$ cat config.mk
export PLATFORM = sky130hd
export DESIGN_NAME = shader_loader
export DESIGN_NICKNAME = d
export VERILOG_FILES = /design/src/rtl/shader_loader_pkg.sv /design/src/rtl/shader_loader.sv
export SDC_FILE = /design/constraint.sdc
export NUM_CORES = 1
export LEC_CHECK = 0
export BUFFER_PORTS_ARGS = -buffer_cell sky130_fd_sc_hd__buf_4
export CAP_MARGIN = 20
export CORE_ASPECT_RATIO = 1.75
export CORE_MARGIN = 10
export CORE_UTILIZATION = 37
export DETAILED_ROUTE_END_ITERATION = 16
export PLACE_DENSITY = 0.67
export SYNTH_ARGS = -nofsm -noshare
export SYNTH_HDL_FRONTEND = slang
export SYNTH_SLANG_ARGS = --single-unit
$ cat constraint.sdc
create_clock -name clock -period 2 [get_ports clock]
set_input_delay 0.4 -clock clock [delete_from_list [all_inputs] [get_ports clock]]
set_output_delay 0.4 -clock clock [all_outputs]
set_load 0.05 [all_outputs]
$ cat src/rtl/shader_loader_pkg.sv
// Shared constants for the shader loader: command bytes, FSM states, word framing.
package shader_loader_pkg;

  localparam logic [7:0] CMD_WRITE_INST = 8'h01;
  localparam logic [7:0] CMD_WRITE_DATA = 8'h02;
  localparam logic [7:0] CMD_RUN        = 8'h03;
  localparam logic [7:0] CMD_HALT       = 8'h04;

  localparam int unsigned BYTES_PER_WORD = 4;

  typedef enum logic [2:0] {
    CMD,
    ADDR_LO,
    ADDR_HI,
    COUNT,
    DATA,
    WRITE
  } state_t;

endpackage

$ cat src/rtl/shader_loader.sv
// Host-side loader: parses a byte command stream into instruction/data RAM
// word writes and controls the core's run input.
module shader_loader
  import shader_loader_pkg::*;
#(
  parameter int unsigned ADDRESS_WIDTH = 16,
  parameter int unsigned WORD_WIDTH    = 32
) (
  input  logic                     clock,
  input  logic                     reset_n,
  input  logic [7:0]               in_data,
  input  logic                     in_valid,
  output logic                     in_ready,
  output logic [ADDRESS_WIDTH-1:0] inst_ext_address,
  output logic [WORD_WIDTH-1:0]    inst_ext_in_data,
  output logic                     inst_ext_write,
  output logic [ADDRESS_WIDTH-1:0] data_ext_address,
  output logic [WORD_WIDTH-1:0]    data_ext_in_data,
  output logic                     data_ext_write,
  output logic                     run,
  output logic                     busy,
  output logic                     error
);

  localparam logic [1:0] LAST_BYTE = 2'(BYTES_PER_WORD - 1);

  state_t                   state;
  state_t                   next_state;
  logic                     accept;
  logic                     sel_data;
  logic [7:0]               addr_lo;
  logic [ADDRESS_WIDTH-1:0] addr;
  logic [8:0]               remaining;
  logic [23:0]              shift;
  logic [1:0]               idx;

  assign accept         = in_valid & in_ready;
  assign in_ready       = (state != WRITE);
  assign busy           = (state != CMD);
  assign inst_ext_write = (state == WRITE) & ~sel_data;
  assign data_ext_write = (state == WRITE) &  sel_data;

  // State register
  always_ff @(posedge clock or negedge reset_n) begin
    if (!reset_n) state <= CMD;
    else          state <= next_state;
  end

  // Next-state decode
  always_comb begin
    next_state = state;
    unique case (state)
      CMD:     if (accept && (in_data == CMD_WRITE_INST || in_data == CMD_WRITE_DATA))
                 next_state = ADDR_LO;
      ADDR_LO: if (accept) next_state = ADDR_HI;
      ADDR_HI: if (accept) next_state = COUNT;
      COUNT:   if (accept) next_state = DATA;
      DATA:    if (accept && idx == LAST_BYTE) next_state = WRITE;
      WRITE:   next_state = (remaining == 9'd1) ? CMD : DATA;
      default: next_state = CMD;
    endcase
  end

  // Command decode, address/count tracking and little-endian word assembly.
  // The selected port's address/data registers are loaded on the last byte so
  // they are valid during WRITE; the other port keeps its previous values.
  always_ff @(posedge clock or negedge reset_n) begin
    if (!reset_n) begin
      sel_data         <= 1'b0;
      addr_lo          <= '0;
      addr             <= '0;
      remaining        <= '0;
      shift            <= '0;
      idx              <= '0;
      run              <= 1'b0;
      error            <= 1'b0;
      inst_ext_address <= '0;
      inst_ext_in_data <= '0;
      data_ext_address <= '0;
      data_ext_in_data <= '0;
    end else begin
      unique case (state)
        CMD: if (accept) begin
          unique case (in_data)
            CMD_WRITE_INST: begin sel_data <= 1'b0; run <= 1'b0; end
            CMD_WRITE_DATA: begin sel_data <= 1'b1; run <= 1'b0; end
            CMD_RUN:        run   <= 1'b1;
            CMD_HALT:       run   <= 1'b0;
            default:        error <= 1'b1;
          endcase
        end
        ADDR_LO: if (accept) addr_lo <= in_data;
        ADDR_HI: if (accept) addr <= ADDRESS_WIDTH'({in_data, addr_lo});
        COUNT: if (accept) begin
          remaining <= (in_data == 8'd0) ? 9'd256 : {1'b0, in_data};
          idx       <= '0;
        end
        DATA: if (accept) begin
          idx <= idx + 2'd1;
          if (idx == LAST_BYTE) begin
            if (sel_data) begin
              data_ext_address <= addr;
              data_ext_in_data <= WORD_WIDTH'({in_data, shift});
            end else begin
              inst_ext_address <= addr;
              inst_ext_in_data <= WORD_WIDTH'({in_data, shift});
            end
          end else begin
            shift <= {in_data, shift[23:8]};
          end
        end
        WRITE: begin
          addr      <= addr + ADDRESS_WIDTH'(BYTES_PER_WORD);
          remaining <= remaining - 9'd1;
        end
        default: ;
      endcase
    end
  end

endmodule

==> reports/metrics.cfg, run 1 <==
[power_and_ir_drop]
combPwrFrac_pct = 34.3
p_clk_share_pct = 26.0
powerDensity_nw_per_um2 = 1340
p_leak_nw = 4.12
irDropWorstVdd_mv = 0.768
intPower_mw = 7.27
swShare_pct = 36.9
seq_power_share_pct = 39.7
p_sw_mw = 4.25

[worst_hold_path]
holdCritStartpoint = in_data[6]
holdPathEnd = remaining[6]
whs_path_depth = 3
min_path_type = in2reg

[logic_synthesis]
synth_cell_types = 55
yosys-top-cells-area = dfrtp_1 (60%), mux2_2 (21%), nand2_1 (1.9%), nor2_1 (1.1%), a221o_1 (1.0%)
yosysTopAreaCellShare_pct = 60.3
synthFlopType = dfrtp_1
synth_nets = 511
yosysMostFrequentCell = dfrtp_1
ys_async_sr_fraction_pct = 100
yosysSeqAreaShare_pct = 60.3
synth_top_area_cell = dfrtp_1
synth_edf_count = 0
yosys-top-cells-count = dfrtp_1 (161), mux2_2 (127), nand2_1 (33), nor2_1 (20), clkbuf_1 (17)
syn_inst = 496
yosysWarnings = 0
postSynthAreaPerCell_um2 = 13.5
ys_ff_latch = 161
synth.cell_area_um2 = 6680

[global_routing]
antenna_found_initial = 0
grt_max_degree = 46
grt_pass1_vias = 4903
grt_remaining_overflow = 0
grt_pass1_wl_um = 26900
track_usage_pct = 14.3

[detailed_routing]
num_vias = 4520
ant_nets = 0
drc_errors = 0
dr.pass1.iters = 4
wl_per_cell_um = 19.1
wl_um = 16800
first_iter_violations = 208
avgViaCountPerCell = 5.14

[sta]
setup_viol_count_final = 1
period_minus_slack_ns = 2.00
max_freq_ghz = 0.500
slew_headroom_pct = 65.5
setup_slack_ns = -0.0000524
finClkSkew_ns = 0.00844
post-route-period-util_pct = 100
drv_slew = 0
final_hold_viol_count = 0
tightestPinTransition_ns = 0.516
grt_setup_unrepaired = yes
timing.hold.ws_ns = 0.320

[critical_path]
worstPathMaxFanout = 4
worst_ep_required_time_ns = 1.60
ff2ff_path_depth = 5
rrSetupSlack_ns = 0.01
end_kind = output port
r2r-start = state[0]
path_class = reg2out
cp-start-kind = flip-flop
arrival_ns = 1.60
r2r_end = sel_data

[clocking]
cts.sinks = 161
cts_root_buf = clkbuf_16
cts_tree = yes
h-tree-depth = 4
cts-buffers-inserted = 17
clkTransAtPathRegs_ns = 0.06
insertion_delay_ns = 0.42
ctsLongestPathBuffers = 2

[layout]
finalNonFillerCells = 879
nets = 647
drive_gt1_share_pct = 49.0
antenna_cells = 0
fin_area_um2 = 8610
area_growth_pct = 28.9

[floorplanning]
core_area_um2 = 17900
die_w_um = 122
num_rows = 65
start_util_pct = 37.3
die_height_um = 198
ios = 113
dieArea_um2 = 24000

[flow_run]
cap_violations = 0

[placement]
pre_cts_ws_ns = -0.0302
post_dp_cell_area_um2 = 7960
gp_congestion = 0.839
hpwlAfterDp_um = 12100
portBuffers = 112
placed_cells = 840

[run_status]
violations = setup timing
status = finished with violations

[power by group through the flow]
stage               registers, mW  clock network, mW  logic, mW
global route                 4.69               3.24       4.21
CTS                          4.59               3.10       4.01
floorplan                    5.75                  0       1.45
detailed placement           4.65                  0       3.93
finish                       4.57               3.00       3.95
global placement             4.57                  0       3.82
[how the worst max path moves through the flow]
stage	startpoint	end	slack, ns	cells after the start
2_1_floorplan	state[2]	inst_ext_write	0.05	6
3_3_place_gp	in_data[5]	sel_data	-0.03	5
3_5_place_dp	in_data[5]	sel_data	-0.03	5
4_1_cts	state[0]	data_ext_write	-0.004	5
5_1_grt	state[0]	inst_ext_write	-0.05	5
6_report	state[0]	data_ext_write	-0.00005	5
[stage by stage]
stage	total power, mW	TNS [ns]	util (%)
after floorplan	7.21	0	-
after global routing	12.1	-0.178	48.1
final	11.5	-0.0000524	48.1
after global placement	8.39	-0.0281	44.5
after CTS	11.7	-0.00388	48.1
after detailed placement	8.58	-0.0302	44.5
[metal layers]
metal	GRT usage, %	vias to the layer above	routed length (um)
met5	0	-	0
met4	7.45	0	473
met3	3.56	33	783
met2	25.1	132	9270
met1	15.4	2284	6260
li1	-	2071	-
[final cells by class]
type / instances / area (um2)
clock buffer: 20 / 437
clock inverter: 12 / 113
fill: 1616 / 9280
inverter: 8 / 30.0
multi-input combinational: 297 / 2520
sequential: 161 / 4030
tap: 234 / 293
timing repair buffer: 147 / 1190
[cell families (layout without fill, tap and decap cells)]
kind of cell	after synthesis	after routing	share of synthesized area [%]
flops	161	161	60.3
buf+inv	38	187	2.49
mux	128	128	21.6
compound gates	49	49	5.36
fa+ha+maj	4	4	0.749
xor+xnor	5	5	0.655
simple gates	111	111	8.91
[worst max-delay path: stages (launching register included)]
cell and delay (ns):
dfrtp_1 0.39, buf_6 0.13, and3b_2 0.23, buf_8 0.13, and2_4 0.16, buf_8 0.14
[sequential cells by signal, summed over array words and instances, names as in the netlist]
signal / flops
inst_ext_address: 16
inst_ext_in_data: 32
sel_data: 1
addr_lo: 8
idx: 2
data_ext_in_data: 32
state: 3
shift: 24
remaining: 9
addr: 16
run: 1
error: 1
data_ext_address: 16
[repair_timing]
item | 4_1_cts | 5_1_grt
hold buffers | 1 | 0
endpoints found under the hold margin | 27 | 0
pin swaps | 1 | 1
gates cloned | 0 | 0
resized for setup | 13 | 1
setup endpoints to repair | 4 | 43
buffers inserted | 7 | 0
[placed cells by master, fill, tap and decap left out, drive strengths merged, types with 2 or more instances in the layout]
cell type	count
a211oi	3
a21oi	5
a221o	7
and2	2
and3	4
buf	146
clkbuf	20
clkinv	5
clkinvlp	5
dfrtp	161
ha	4
inv	9
mux2	127
nand2	33
nand2b	2
nand3	12
nand4	6
nor2	20
nor3	8
nor3b	3
nor4	4
o211ai	4
o21ai	11
o221ai	2
o22ai	2
o2bb2ai	2
o311ai	4
or3	3
or4	5
xnor2	3
xor2	2
(Power assumes the default switching activity.)
==> inputs of run 2 (changes only) <==
--- a/config.mk
+++ b/config.mk
@@ -17 +17,2 @@
 export SYNTH_SLANG_ARGS = --single-unit
+export TNS_END_PERCENT = 20
==> constraint.sdc (replaced) <==
create_clock -name clock -period 2 [get_ports clock]
set_input_delay 0.6 -clock clock [delete_from_list [all_inputs] [get_ports clock]]
set_output_delay 0.6 -clock clock [all_outputs]
set_load 0.05 [all_outputs]
==> run 2 against run 1 <==
The run still ends with setup timing left. Clock power up 9.0%. Total power up 4.6%. Design area increased by 3.2%. Global-route usage barely moved. Core utilization grew 1.6 points. Combinational power is 6.6% higher. Sequential cell count unchanged. Die area did not move. Sequential share of layout area shrank 1.4 points. Final cell count increased by 2.2%. Critical endpoint is now busy. Largest cell class unchanged. Highest routed layer unchanged.
==> reports/metrics.cfg, run 2 (synthesized netlist as in run 1, its figures left out) <==
[sta]
finClkSkew_ns = 0.00958  ; +0.00114 ns
max_freq_ghz = 0.470  ; -6.0%
tightestPinTransition_ns = 0.527  ; +0.0115 ns
drv_slew = 0  ; unchanged
final_hold_viol_count = 0  ; unchanged
setup_tns_ns = -0.652  ; -0.652 ns
post-route-period-util_pct = 106  ; +6.4 points
timing.hold.ws_ns = 0.0492  ; -0.270 ns
period_minus_slack_ns = 2.13  ; +0.127 ns
setup_viol_count_final = 19  ; +18
grt_setup_unrepaired = yes
slew_headroom_pct = 64.8  ; -0.77 points
setup_slack_ns = -0.127  ; -0.127 ns

[critical_path]
cp.depth = 3  ; -2
arrival_ns = 1.53  ; -0.07 ns
worstPathMaxFanout = 3  ; -1
end_kind = output port
ff2ff_path_depth = 8  ; +3
rrSetupSlack_ns = -0.04  ; -0.05 ns
cp-start-kind = flip-flop
critPathBufInv = 2  ; -1
r2r-start = state[1]
r2r_end = inst_ext_in_data[7]
crit_chain = buf_6 -> or3_4 -> buf_8
path_class = reg2out
path_delay_family = flip-flops
critPathMaxStageDelay_ns = 0.41  ; +0.02 ns
worst_ep_required_time_ns = 1.40  ; -0.20 ns
cp_slowest_cell = dfrtp_1

[clocking]
cts.sinks = 161  ; unchanged
ctsLongestPathBuffers = 2  ; unchanged
cts-buffers-inserted = 17  ; unchanged
clkTransAtPathRegs_ns = 0.06  ; about the same
insertion_delay_ns = 0.43  ; about the same
cts_tree = yes
cts_root_buf = clkbuf_16
h-tree-depth = 4  ; unchanged

[worst_hold_path]
min_path_type = in2async

[layout]
finalNonFillerCells = 898  ; +2.2%
final_cell_mix = dfrtp_1 (160), buf_4 (147), mux2_2 (125)
top_regs = data_ext_in_data: 32 flops, inst_ext_in_data: 32 flops, shift: 24 flops
layout_commonest_cell = dfrtp_1
drive_gt1_share_pct = 51.4  ; +2.4 points
area_growth_pct = 33.1
nets = 666  ; +2.9%
antenna_cells = 0  ; unchanged

[global_routing]
grt_remaining_overflow = 0  ; unchanged
grt_pass1_vias = 4835  ; -1.4%
grt_pass1_wl_um = 27000  ; +0.33%
grt_max_degree = 70  ; +52%
antenna_found_initial = 0  ; unchanged
track_usage_pct = 14.3  ; +0.022 points

[power_and_ir_drop]
intPower_mw = 7.65  ; +5.2%
combPwrFrac_pct = 35.0  ; +0.7 points
seq_power_share_pct = 37.9  ; -1.8 points
irDropWorstVdd_mv = 0.807  ; +5.1%
p_sw_mw = 4.40  ; +3.4%
p_clk_share_pct = 27.1  ; +1.1 points
p_leak_nw = 4.27  ; +3.6%
powerDensity_nw_per_um2 = 1350  ; +1.3%
swShare_pct = 36.5  ; -0.41 points

[placement]
portBuffers = 112  ; unchanged
gp_congestion = 0.876  ; +4.4%
placed_cells = 849  ; +1.1%
hpwlAfterDp_um = 12100  ; +0.33%

[floorplanning]
dieArea_um2 = 24000  ; unchanged
start_util_pct = 37.3  ; unchanged
die_w_um = 122  ; unchanged
die_height_um = 198  ; unchanged
core_area_um2 = 17900  ; unchanged
ios = 113  ; unchanged
num_rows = 65  ; unchanged

[detailed_routing]
num_vias = 4607  ; +1.9%
avgViaCountPerCell = 5.13  ; -0.23%
dr.pass1.iters = 4  ; unchanged
first_iter_violations = 181  ; -13%
wl_um = 17300  ; +2.8%
ant_nets = 0  ; unchanged
wl_per_cell_um = 19.2  ; +0.64%
drc_errors = 0  ; unchanged

[flow_run]
cap_violations = 0  ; unchanged

[run_status]
violations = setup timing
status = finished with violations

[run 2: what timing repair did]
action	CTS	global route
gates resized for setup	19	7
gates cloned	0	2
hold buffers	0	0
endpoints found under the hold margin	0	0
pin swaps	3	3
endpoints found under the setup margin	9	38
buffers inserted	6	9
[run 2: layout make-up]
type | count | area (um2)
Inverter | 8 | 32.5
Sequential cell | 161 | 4030
Multi-Input combinational cell | 297 | 2540
Fill cell | 1603 | 9000
Timing Repair Buffer | 166 | 1400
Clock buffer | 19 | 443
Tap cell | 234 | 293
Clock inverter | 13 | 151
[run 2: metal layers]
| layer | part of all wire (%) | GRT usage, % | vias up |
|---|---|---|---|
| met5 | 0 | 0 | - |
| met4 | 2.3 | 6.34 | 0 |
| met3 | 4.5 | 4.13 | 26 |
| met2 | 55 | 25.6 | 98 |
| met1 | 38 | 15.1 | 2380 |
| li1 | - | - | 2103 |
[run 2: worst max path at each step]
stage / slack, ns / start / endpoint
6_report: -0.13 / state[1] / busy
5_1_grt: -0.16 / state[1] / busy
4_1_cts: -0.13 / state[1] / busy
3_5_place_dp: -0.20 / in_data[5] / sel_data
3_3_place_gp: -0.19 / in_data[5] / sel_data
2_1_floorplan: -0.04 / in_data[5] / sel_data
[run 2: worst reg2reg max path: cells and delay by family, from the launching register on]
family / cells / cell delay (ns)
AND/OR/NAND/NOR: 3 / 0.57
flip-flops: 1 / 0.41
multiplexers: 1 / 0.34
buffers and inverters: 4 / 0.60
[run 2: power groups by stage]
| stage | registers, mW | logic (mW) | clock network, mW |
|---|---|---|---|
| after CTS | 4.58 | 4.09 | 3.34 |
| after detailed placement | 4.64 | 3.99 | 0 |
| after global placement | 4.58 | 3.89 | 0 |
| final | 4.57 | 4.21 | 3.27 |
| after global routing | 4.69 | 4.48 | 3.48 |
| after floorplan | 5.75 | 1.46 | 0 |
[run 2: per-stage QoR]
step / worst slack (ns) / utilization (%) / power (mW) / instance area (um2)
CTS: -0.127 / 48.9 / 12.0 / 8750
finish: -0.127 / 49.7 / 12.0 / 8890
global route: -0.162 / 49.7 / 12.6 / 8890
global placement: -0.189 / 44.9 / 8.47 / 8040
floorplan: -0.0427 / - / 7.21 / 6690
detailed placement: -0.202 / 44.9 / 8.64 / 8040
